--- config.mk ---
export PLATFORM = sky130hd
export DESIGN_NAME = apb_gpio_ctrl_flat
export DESIGN_NICKNAME = d
export VERILOG_FILES = /design/src/rtl/gpio_pkg.sv /design/src/rtl/apb_gpio_ctrl_if.sv /design/src/rtl/gpio_sync.sv /design/src/rtl/apb_gpio_ctrl.sv /design/src/flat_wrapper.sv
export SDC_FILE = /design/constraint.sdc
export NUM_CORES = 1
export LEC_CHECK = 0
export BUFFER_PORTS_ARGS = -buffer_cell sky130_fd_sc_hd__buf_4
export CELL_PAD_IN_SITES_DETAIL_PLACEMENT = 2
export CELL_PAD_IN_SITES_GLOBAL_PLACEMENT = 2
export CORE_UTILIZATION = 37
export CTS_CLUSTER_DIAMETER = 100
export DETAILED_ROUTE_END_ITERATION = 16
export PLACE_DENSITY = 0.78
export SETUP_SLACK_MARGIN = 0.15
export SYNTH_ARGS = -nofsm -noshare
export SYNTH_HDL_FRONTEND = slang
export SYNTH_HIERARCHICAL = 1
export SYNTH_SLANG_ARGS = --single-unit
--- constraint.sdc ---
create_clock -name PCLK -period 1.9 [get_ports PCLK]
set_clock_uncertainty 0.15 [all_clocks]
set_input_delay 0.19 -clock PCLK [delete_from_list [all_inputs] [get_ports PCLK]]
set_output_delay 0.19 -clock PCLK [all_outputs]
set_load 0.005 [all_outputs]
--- src/rtl/gpio_pkg.sv ---
// Shared constants for the APB GPIO controller.
// Register byte offsets and bus widths.
package gpio_pkg;

    localparam int DATA_W = 32;
    localparam int ADDR_W = 8;

    localparam logic [7:0] OFS_DATAIN  = 8'h00;
    localparam logic [7:0] OFS_DATAOUT = 8'h04;
    localparam logic [7:0] OFS_DIR     = 8'h08;
    localparam logic [7:0] OFS_PU      = 8'h0C;
    localparam logic [7:0] OFS_PD      = 8'h10;
    localparam logic [7:0] OFS_IE      = 8'h14;
    localparam logic [7:0] OFS_EDGE    = 8'h18;
    localparam logic [7:0] OFS_IS      = 8'h1C;

endpackage

--- src/rtl/apb_gpio_ctrl_if.sv ---
// APB bus bundle between fabric (master) and GPIO block (slave).
// Zero-wait-state slave: PREADY/PSLVERR are slave outputs.
interface apb_gpio_ctrl_if;
    import gpio_pkg::*;

    logic              PSEL;
    logic              PENABLE;
    logic              PWRITE;
    logic [ADDR_W-1:0] PADDR;
    logic [DATA_W-1:0] PWDATA;
    logic [DATA_W-1:0] PRDATA;
    logic              PREADY;
    logic              PSLVERR;

    modport master (
        output PSEL, PENABLE, PWRITE, PADDR, PWDATA,
        input  PRDATA, PREADY, PSLVERR
    );

    modport slave (
        input  PSEL, PENABLE, PWRITE, PADDR, PWDATA,
        output PRDATA, PREADY, PSLVERR
    );

endinterface

--- src/rtl/gpio_sync.sv ---
// N-bit two-flop synchronizer for asynchronous pad inputs.
// Async active-low reset clears both stages.
module gpio_sync #(
    parameter int N = 16
) (
    input  logic         clk_i,
    input  logic         rst_ni,
    input  logic [N-1:0] d_i,
    output logic [N-1:0] q_o
);

    logic [N-1:0] meta_q;
    logic [N-1:0] sync_q;

    always_ff @(posedge clk_i or negedge rst_ni) begin
        if (!rst_ni) begin
            meta_q <= '0;
            sync_q <= '0;
        end else begin
            meta_q <= d_i;
            sync_q <= meta_q;
        end
    end

    assign q_o = sync_q;

endmodule

--- src/rtl/apb_gpio_ctrl.sv ---
// APB register block for GPIO: data/dir/pull registers and
// synchronized inputs with sticky edge interrupts.
module apb_gpio_ctrl
    import gpio_pkg::*;
#(
    parameter int N = 16
) (
    input  logic              PCLK,
    input  logic              PRESETn,
    apb_gpio_ctrl_if.slave    apb,
    input  logic [N-1:0]      WGPIODIN,
    output logic [N-1:0]      WGPIODOUT,
    output logic [N-1:0]      WGPIODIR,
    output logic [N-1:0]      WGPIOPU,
    output logic [N-1:0]      WGPIOPD,
    output logic              IRQ
);

    logic [N-1:0] dout_q, dout_d;
    logic [N-1:0] dir_q, dir_d;
    logic [N-1:0] pu_q, pu_d;
    logic [N-1:0] pd_q, pd_d;
    logic [N-1:0] ie_q, ie_d;
    logic [N-1:0] edge_q, edge_d;
    logic [N-1:0] is_q, is_d;
    logic [N-1:0] prev_q;
    logic [N-1:0] sync;
    logic [N-1:0] evt;
    logic [N-1:0] is_clr;
    logic [N-1:0] wdata;
    logic [7:0]   addr;
    logic         wr_en;
    logic [DATA_W-1:0] rdata;
    logic         unused_bits;

    gpio_sync #(.N(N)) u_sync (
        .clk_i  (PCLK),
        .rst_ni (PRESETn),
        .d_i    (WGPIODIN),
        .q_o    (sync)
    );

    assign addr  = {apb.PADDR[7:2], 2'b00};
    assign wdata = apb.PWDATA[N-1:0];
    assign wr_en = apb.PSEL & apb.PENABLE & apb.PWRITE;
    assign unused_bits = ^{apb.PADDR[1:0], apb.PWDATA};

    // Edge polarity comes from data history only, so EDGE
    // changes on a static pin never fire.
    assign evt = (edge_q & sync & ~prev_q)
               | (~edge_q & ~sync & prev_q);

    always_comb begin
        dout_d = dout_q;
        dir_d  = dir_q;
        pu_d   = pu_q;
        pd_d   = pd_q;
        ie_d   = ie_q;
        edge_d = edge_q;
        is_clr = '0;
        if (wr_en) begin
            unique case (1'b1)
                (addr == OFS_DATAOUT): dout_d = wdata;
                (addr == OFS_DIR):     dir_d  = wdata;
                (addr == OFS_PU):      pu_d   = wdata;
                (addr == OFS_PD):      pd_d   = wdata;
                (addr == OFS_IE):      ie_d   = wdata;
                (addr == OFS_EDGE):    edge_d = wdata;
                (addr == OFS_IS):      is_clr = wdata;
                default: ;
            endcase
        end
        // New events win over a same-cycle W1C.
        is_d = (is_q & ~is_clr) | (evt & ie_q);
    end

    always_ff @(posedge PCLK or negedge PRESETn) begin
        if (!PRESETn) begin
            dout_q <= '0;
            dir_q  <= '0;
            pu_q   <= '0;
            pd_q   <= '0;
            ie_q   <= '0;
            edge_q <= '0;
            is_q   <= '0;
            prev_q <= '0;
        end else begin
            dout_q <= dout_d;
            dir_q  <= dir_d;
            pu_q   <= pu_d;
            pd_q   <= pd_d;
            ie_q   <= ie_d;
            edge_q <= edge_d;
            is_q   <= is_d;
            prev_q <= sync;
        end
    end

    always_comb begin
        rdata = '0;
        if (apb.PSEL && !apb.PWRITE) begin
            unique case (1'b1)
                (addr == OFS_DATAIN):  rdata[N-1:0] = sync;
                (addr == OFS_DATAOUT): rdata[N-1:0] = dout_q;
                (addr == OFS_DIR):     rdata[N-1:0] = dir_q;
                (addr == OFS_PU):      rdata[N-1:0] = pu_q;
                (addr == OFS_PD):      rdata[N-1:0] = pd_q;
                (addr == OFS_IE):      rdata[N-1:0] = ie_q;
                (addr == OFS_EDGE):    rdata[N-1:0] = edge_q;
                (addr == OFS_IS):      rdata[N-1:0] = is_q;
                default: ;
            endcase
        end
    end

    assign apb.PRDATA  = rdata;
    assign apb.PREADY  = 1'b1;
    assign apb.PSLVERR = 1'b0;

    assign WGPIODOUT = dout_q;
    assign WGPIODIR  = dir_q;
    assign WGPIOPU   = pu_q;
    assign WGPIOPD   = pd_q;
    assign IRQ       = |(is_q & ie_q);

endmodule

--- src/flat_wrapper.sv ---
// flat-port wrapper written by rule: the top's interface ports become plain ports
module apb_gpio_ctrl_flat import gpio_pkg::*;
#(
    parameter int N = 16
)
  (PCLK, PRESETn, WGPIODIN, WGPIODOUT, WGPIODIR, WGPIOPU, WGPIOPD, IRQ, apb_PSEL, apb_PENABLE, apb_PWRITE, apb_PADDR, apb_PWDATA, apb_PRDATA, apb_PREADY, apb_PSLVERR);
  apb_gpio_ctrl_if apb_i ();
  input  logic PCLK;
  input  logic PRESETn;
  input  logic [N-1:0] WGPIODIN;
  output logic [N-1:0] WGPIODOUT;
  output logic [N-1:0] WGPIODIR;
  output logic [N-1:0] WGPIOPU;
  output logic [N-1:0] WGPIOPD;
  output logic IRQ;
  input wire logic [$bits(apb_i.PSEL)-1:0] apb_PSEL;
  input wire logic [$bits(apb_i.PENABLE)-1:0] apb_PENABLE;
  input wire logic [$bits(apb_i.PWRITE)-1:0] apb_PWRITE;
  input wire logic [$bits(apb_i.PADDR)-1:0] apb_PADDR;
  input wire logic [$bits(apb_i.PWDATA)-1:0] apb_PWDATA;
  output wire logic [$bits(apb_i.PRDATA)-1:0] apb_PRDATA;
  output wire logic [$bits(apb_i.PREADY)-1:0] apb_PREADY;
  output wire logic [$bits(apb_i.PSLVERR)-1:0] apb_PSLVERR;
  assign apb_i.PSEL = apb_PSEL;
  assign apb_i.PENABLE = apb_PENABLE;
  assign apb_i.PWRITE = apb_PWRITE;
  assign apb_i.PADDR = apb_PADDR;
  assign apb_i.PWDATA = apb_PWDATA;
  assign apb_PRDATA = apb_i.PRDATA;
  assign apb_PREADY = apb_i.PREADY;
  assign apb_PSLVERR = apb_i.PSLVERR;
  apb_gpio_ctrl #(.N(N)) u_core (.PCLK(PCLK), .PRESETn(PRESETn), .apb(apb_i), .WGPIODIN(WGPIODIN), .WGPIODOUT(WGPIODOUT), .WGPIODIR(WGPIODIR), .WGPIOPU(WGPIOPU), .WGPIOPD(WGPIOPD), .IRQ(IRQ));
endmodule
==> impl_metrics.sql <==
INSERT INTO impl_metrics (metric_group, metric, value, unit) VALUES
('run_status', 'run_status', 'finished, violations left', ''),
('run_status', 'failed_checks', 'setup timing', ''),
('global_route', 'grt_use_total', '29.68', '%'),
('logic_synthesis', 'yosys.cell_types.count', '38', ''),
('die', 'core_region_area', '19020', 'µm²'),
('cts', 'clk_pin_slew', '0.07', 'ns'),
('final_layout', 'layout-drive-gt1-share', '55.37', '%'),
('worst_setup_path', 'critPathLaunchType', 'flip-flop', ''),
('die', 'die_height', '142.3', 'µm'),
('final_layout', 'mostFrequentLayoutCell', 'sky130_fd_sc_hd__buf_4', ''),
('run', 'timing.max_cap.violations', '0', ''),
('final_layout', 'n_fill_cell', '1786', ''),
('cts', 'clkLatencyLatePin', '0.45', 'ns'),
('routing', 'drt_drc_violations_left', '0', ''),
('sta', 'timing.final.crit_share', '116.6', '%'),
('global_route', 'grt_max_degree', '52', ''),
('sta', 'fin_crit', '2.215', 'ns'),
('final_layout', 'design_area', '10340', 'µm²'),
('die', 'num_rows', '50', ''),
('final_layout', 'fin_util', '54.37', '%'),
('routing', 'detail_route.wirelength', '30.03', 'mm'),
('placement', 'place.port_buffers', '123', ''),
('placement', 'globalplace.congestion', '0.7995', ''),
('cts', 'cts_buffers', '17', ''),
('logic_synthesis', 'post_synth_fa_ha_maj_area_fraction', '0', '%'),
('pwr', 'p_leak', '4.980', 'nW'),
('routing', 'post_drt_wl_per_cell', '29.30', 'µm'),
('logic_synthesis', 'synth_cells', '502', ''),
('logic_synthesis', 'number_of_enable_flip_flop_cells_after_synthesis', '0', ''),
('logic_synthesis', 'mappedNetlistArea', '7281', 'µm²'),
('logic_synthesis', 'synth_largest_type_area_fraction', '54.99', '%'),
('placement', 'post-place-ws', '-0.1289', 'ns'),
('routing', 'ant_nets', '0', ''),
('logic_synthesis', 'ys_ff_latch', '160', ''),
('pwr', 'cellPowerDensity', '842.0', 'nW/µm²'),
('logic_synthesis', 'synth.area.mux_share', '26.00', '%'),
('sta', 'timing_max_transition_violations_final', '0', ''),
('final_layout', 'syn2layout_area_growth', '42.02', '%'),
('die', 'die-width', '142.3', 'µm'),
('routing', 'vias_per_cell', '5.607', ''),
('sta', 'setup_ws', '-0.3153', 'ns'),
('logic_synthesis', 'yosys_warning_count', '6', ''),
('pwr', 'irDropWorstVdd', '0.0007297', 'V'),
('logic_synthesis', 'syn_avg_cell_area', '14.50', 'µm²'),
('logic_synthesis', 'async_flop_share', '100.0', '%'),
('worst_setup_path', 'worstSetupEndpointType', 'primary output', ''),
('routing', 'detailroute.via_count', '5747', ''),
('logic_synthesis', 'synth_ff_type', 'sky130_fd_sc_hd__dfrtp_1', ''),
('global_route', 'first_global_vias', '6530', ''),
('logic_synthesis', 'combinational_family_with_the_most_area_after_synthesis', 'multiplexers', ''),
('global_route', 'grt_pass1_wl', '43.07', 'mm'),
('die', 'dieArea', '20240', 'µm²'),
('final_layout', 'most-common-layout-cells', '215 x sky130_fd_sc_hd__buf_4, 151 x sky130_fd_sc_hd__dfrtp_1, 69 x sky130_fd_sc_hd__mux2_2', ''),
('hold_path', 'worst_hold_path_type', 'input port to async pin', ''),
('worst_setup_path', 'worstPathMaxFanout', '3', ''),
('cts', 'cts.root.buffer_cell', 'sky130_fd_sc_hd__clkbuf_16', ''),
('sta', 'final.setup.tns', '-3.466', 'ns'),
('placement', 'post_dp_cell_area', '8832', 'µm²'),
('sta', 'fmaxAchievable', '451.4', 'MHz'),
('logic_synthesis', 'synth_xor_area_share', '0', '%'),
('pwr', 'finalPower', '0.008707', 'W'),
('sta', 'finalSetupViolations', '17', ''),
('worst_setup_path', 'arrival', '1.88', 'ns'),
('logic_synthesis', 'yosys-top-cells-area', 'sky130_fd_sc_hd__dfrtp_1 55%, sky130_fd_sc_hd__mux2_2 14%, sky130_fd_sc_hd__mux4_2 8.4%', ''),
('placement', 'hpwl', '15.88', 'mm'),
('routing', 'drtIter0Drc', '415', ''),
('worst_setup_path', 'critPathRequiredTime', '1.56', 'ns'),
('final_layout', 'nets', '812', ''),
('global_route', 'grt_overflow', '0', ''),
('logic_synthesis', 'synth_compound_gate_area_share', '5.293', '%'),
('sta', 'final_hold_viol_count', '0', '');
[per-layer routing]
metal	GRT usage (%)	wire length, µm
met5	0	0
met4	14.83	1292
met3	6.191	1192
met1	33.95	11490
met2	52.50	16060
[final cells by class]
class                           instances  area (µm²)  area share [%]
Antenna cell                            1       2.502         0.02420
Clock buffer                           17       425.4           4.114
Clock inverter                         15       147.6           1.428
Inverter                                1       3.754         0.03630
Multi-Input combinational cell        308        3228           31.22
Sequential cell                       160        4015           38.83
Tap cell                              260       325.3           3.146
Timing Repair Buffer                  263        2192           21.20
[metrics by stage]
| stage | cells | hold slack [ns] |
|---|---|---|
| 2_1_floorplan | 518 | -0.2556 |
| 3_3_place_gp | 900 | -0.001362 |
| 3_5_place_dp | 900 | 0.003869 |
| 4_1_cts | 1005 | 0.05830 |
| 5_1_grt | 1025 | 0.08736 |
| 6_report | 1025 | 0.08553 |
[cells by family (layout without fill, tap and decap cells)]
kind of cell	Yosys count	after routing
flip-flops	160	160
multiplexers	139	139
buffers and inverters	50	296
AND/OR/NAND/NOR	101	101
other	2	19
AO/OA/AOI/OAI	50	50
[critical path, cell delays in order (launching register included)]
cell and delay [ns]:
sky130_fd_sc_hd__dfrtp_2 0.44, sky130_fd_sc_hd__a22o_1 0.24, sky130_fd_sc_hd__a221oi_2 0.25, sky130_fd_sc_hd__buf_4 0.17, sky130_fd_sc_hd__nand4_1 0.14, sky130_fd_sc_hd__buf_4 0.19
[path summary, 6_finish.rpt]
kind                                         startpoint                    to  slack [ns]  cells past startpoint
worst max-delay path                    u_core/is_q[14]                   IRQ       -0.32                      5
worst min-delay path                            PRESETn     u_core/edge_q[14]        0.09                      2
worst max register to register     u_core/u_sync/q_o[1]        u_core/is_q[1]        0.49                      4
worst min register to register  u_core/u_sync/meta_q[6]  u_core/u_sync/q_o[6]        0.20                      0
max in group asynchronous                       PRESETn        u_core/is_q[0]        0.84                      3
min in group PCLK                          apb_PADDR[3]        u_core/is_q[3]        0.09                      3
[cell usage after synthesis, types with 2 or more instances]
master,n
sky130_fd_sc_hd__a221oi_1,4
sky130_fd_sc_hd__buf_4,21
sky130_fd_sc_hd__conb_1,2
sky130_fd_sc_hd__nand2_1,21
sky130_fd_sc_hd__buf_1,4
sky130_fd_sc_hd__and4bb_2,2
sky130_fd_sc_hd__nand4_2,2
sky130_fd_sc_hd__dfrtp_1,160
sky130_fd_sc_hd__nor2_1,12
sky130_fd_sc_hd__buf_2,9
sky130_fd_sc_hd__mux2_4,10
sky130_fd_sc_hd__a32oi_1,5
sky130_fd_sc_hd__nand4_1,17
sky130_fd_sc_hd__mux2_2,89
sky130_fd_sc_hd__o22ai_1,16
sky130_fd_sc_hd__nor4bb_1,14
sky130_fd_sc_hd__nand2b_1,17
sky130_fd_sc_hd__buf_6,2
sky130_fd_sc_hd__clkbuf_1,12
sky130_fd_sc_hd__mux2i_1,11
sky130_fd_sc_hd__nand3_1,5
sky130_fd_sc_hd__a31oi_1,5
sky130_fd_sc_hd__mux4_2,27
sky130_fd_sc_hd__a22o_1,20
sky130_fd_sc_hd__mux2_1,2
[power breakdown]
part	switching (W)	internal, W
sequential	0.000266	0.00365
clock	0.00164	0.00184
combinational	0.000595	0.000711
[repair_timing]
item	4_1_cts	5_1_grt
buffers inserted	40	19
pin swaps	1	3
hold buffers	33	0
endpoints found under the hold margin	272	0
resized for setup	19	17
setup endpoints to repair	17	17
Note: power is estimated with default switching activity, not from simulation.
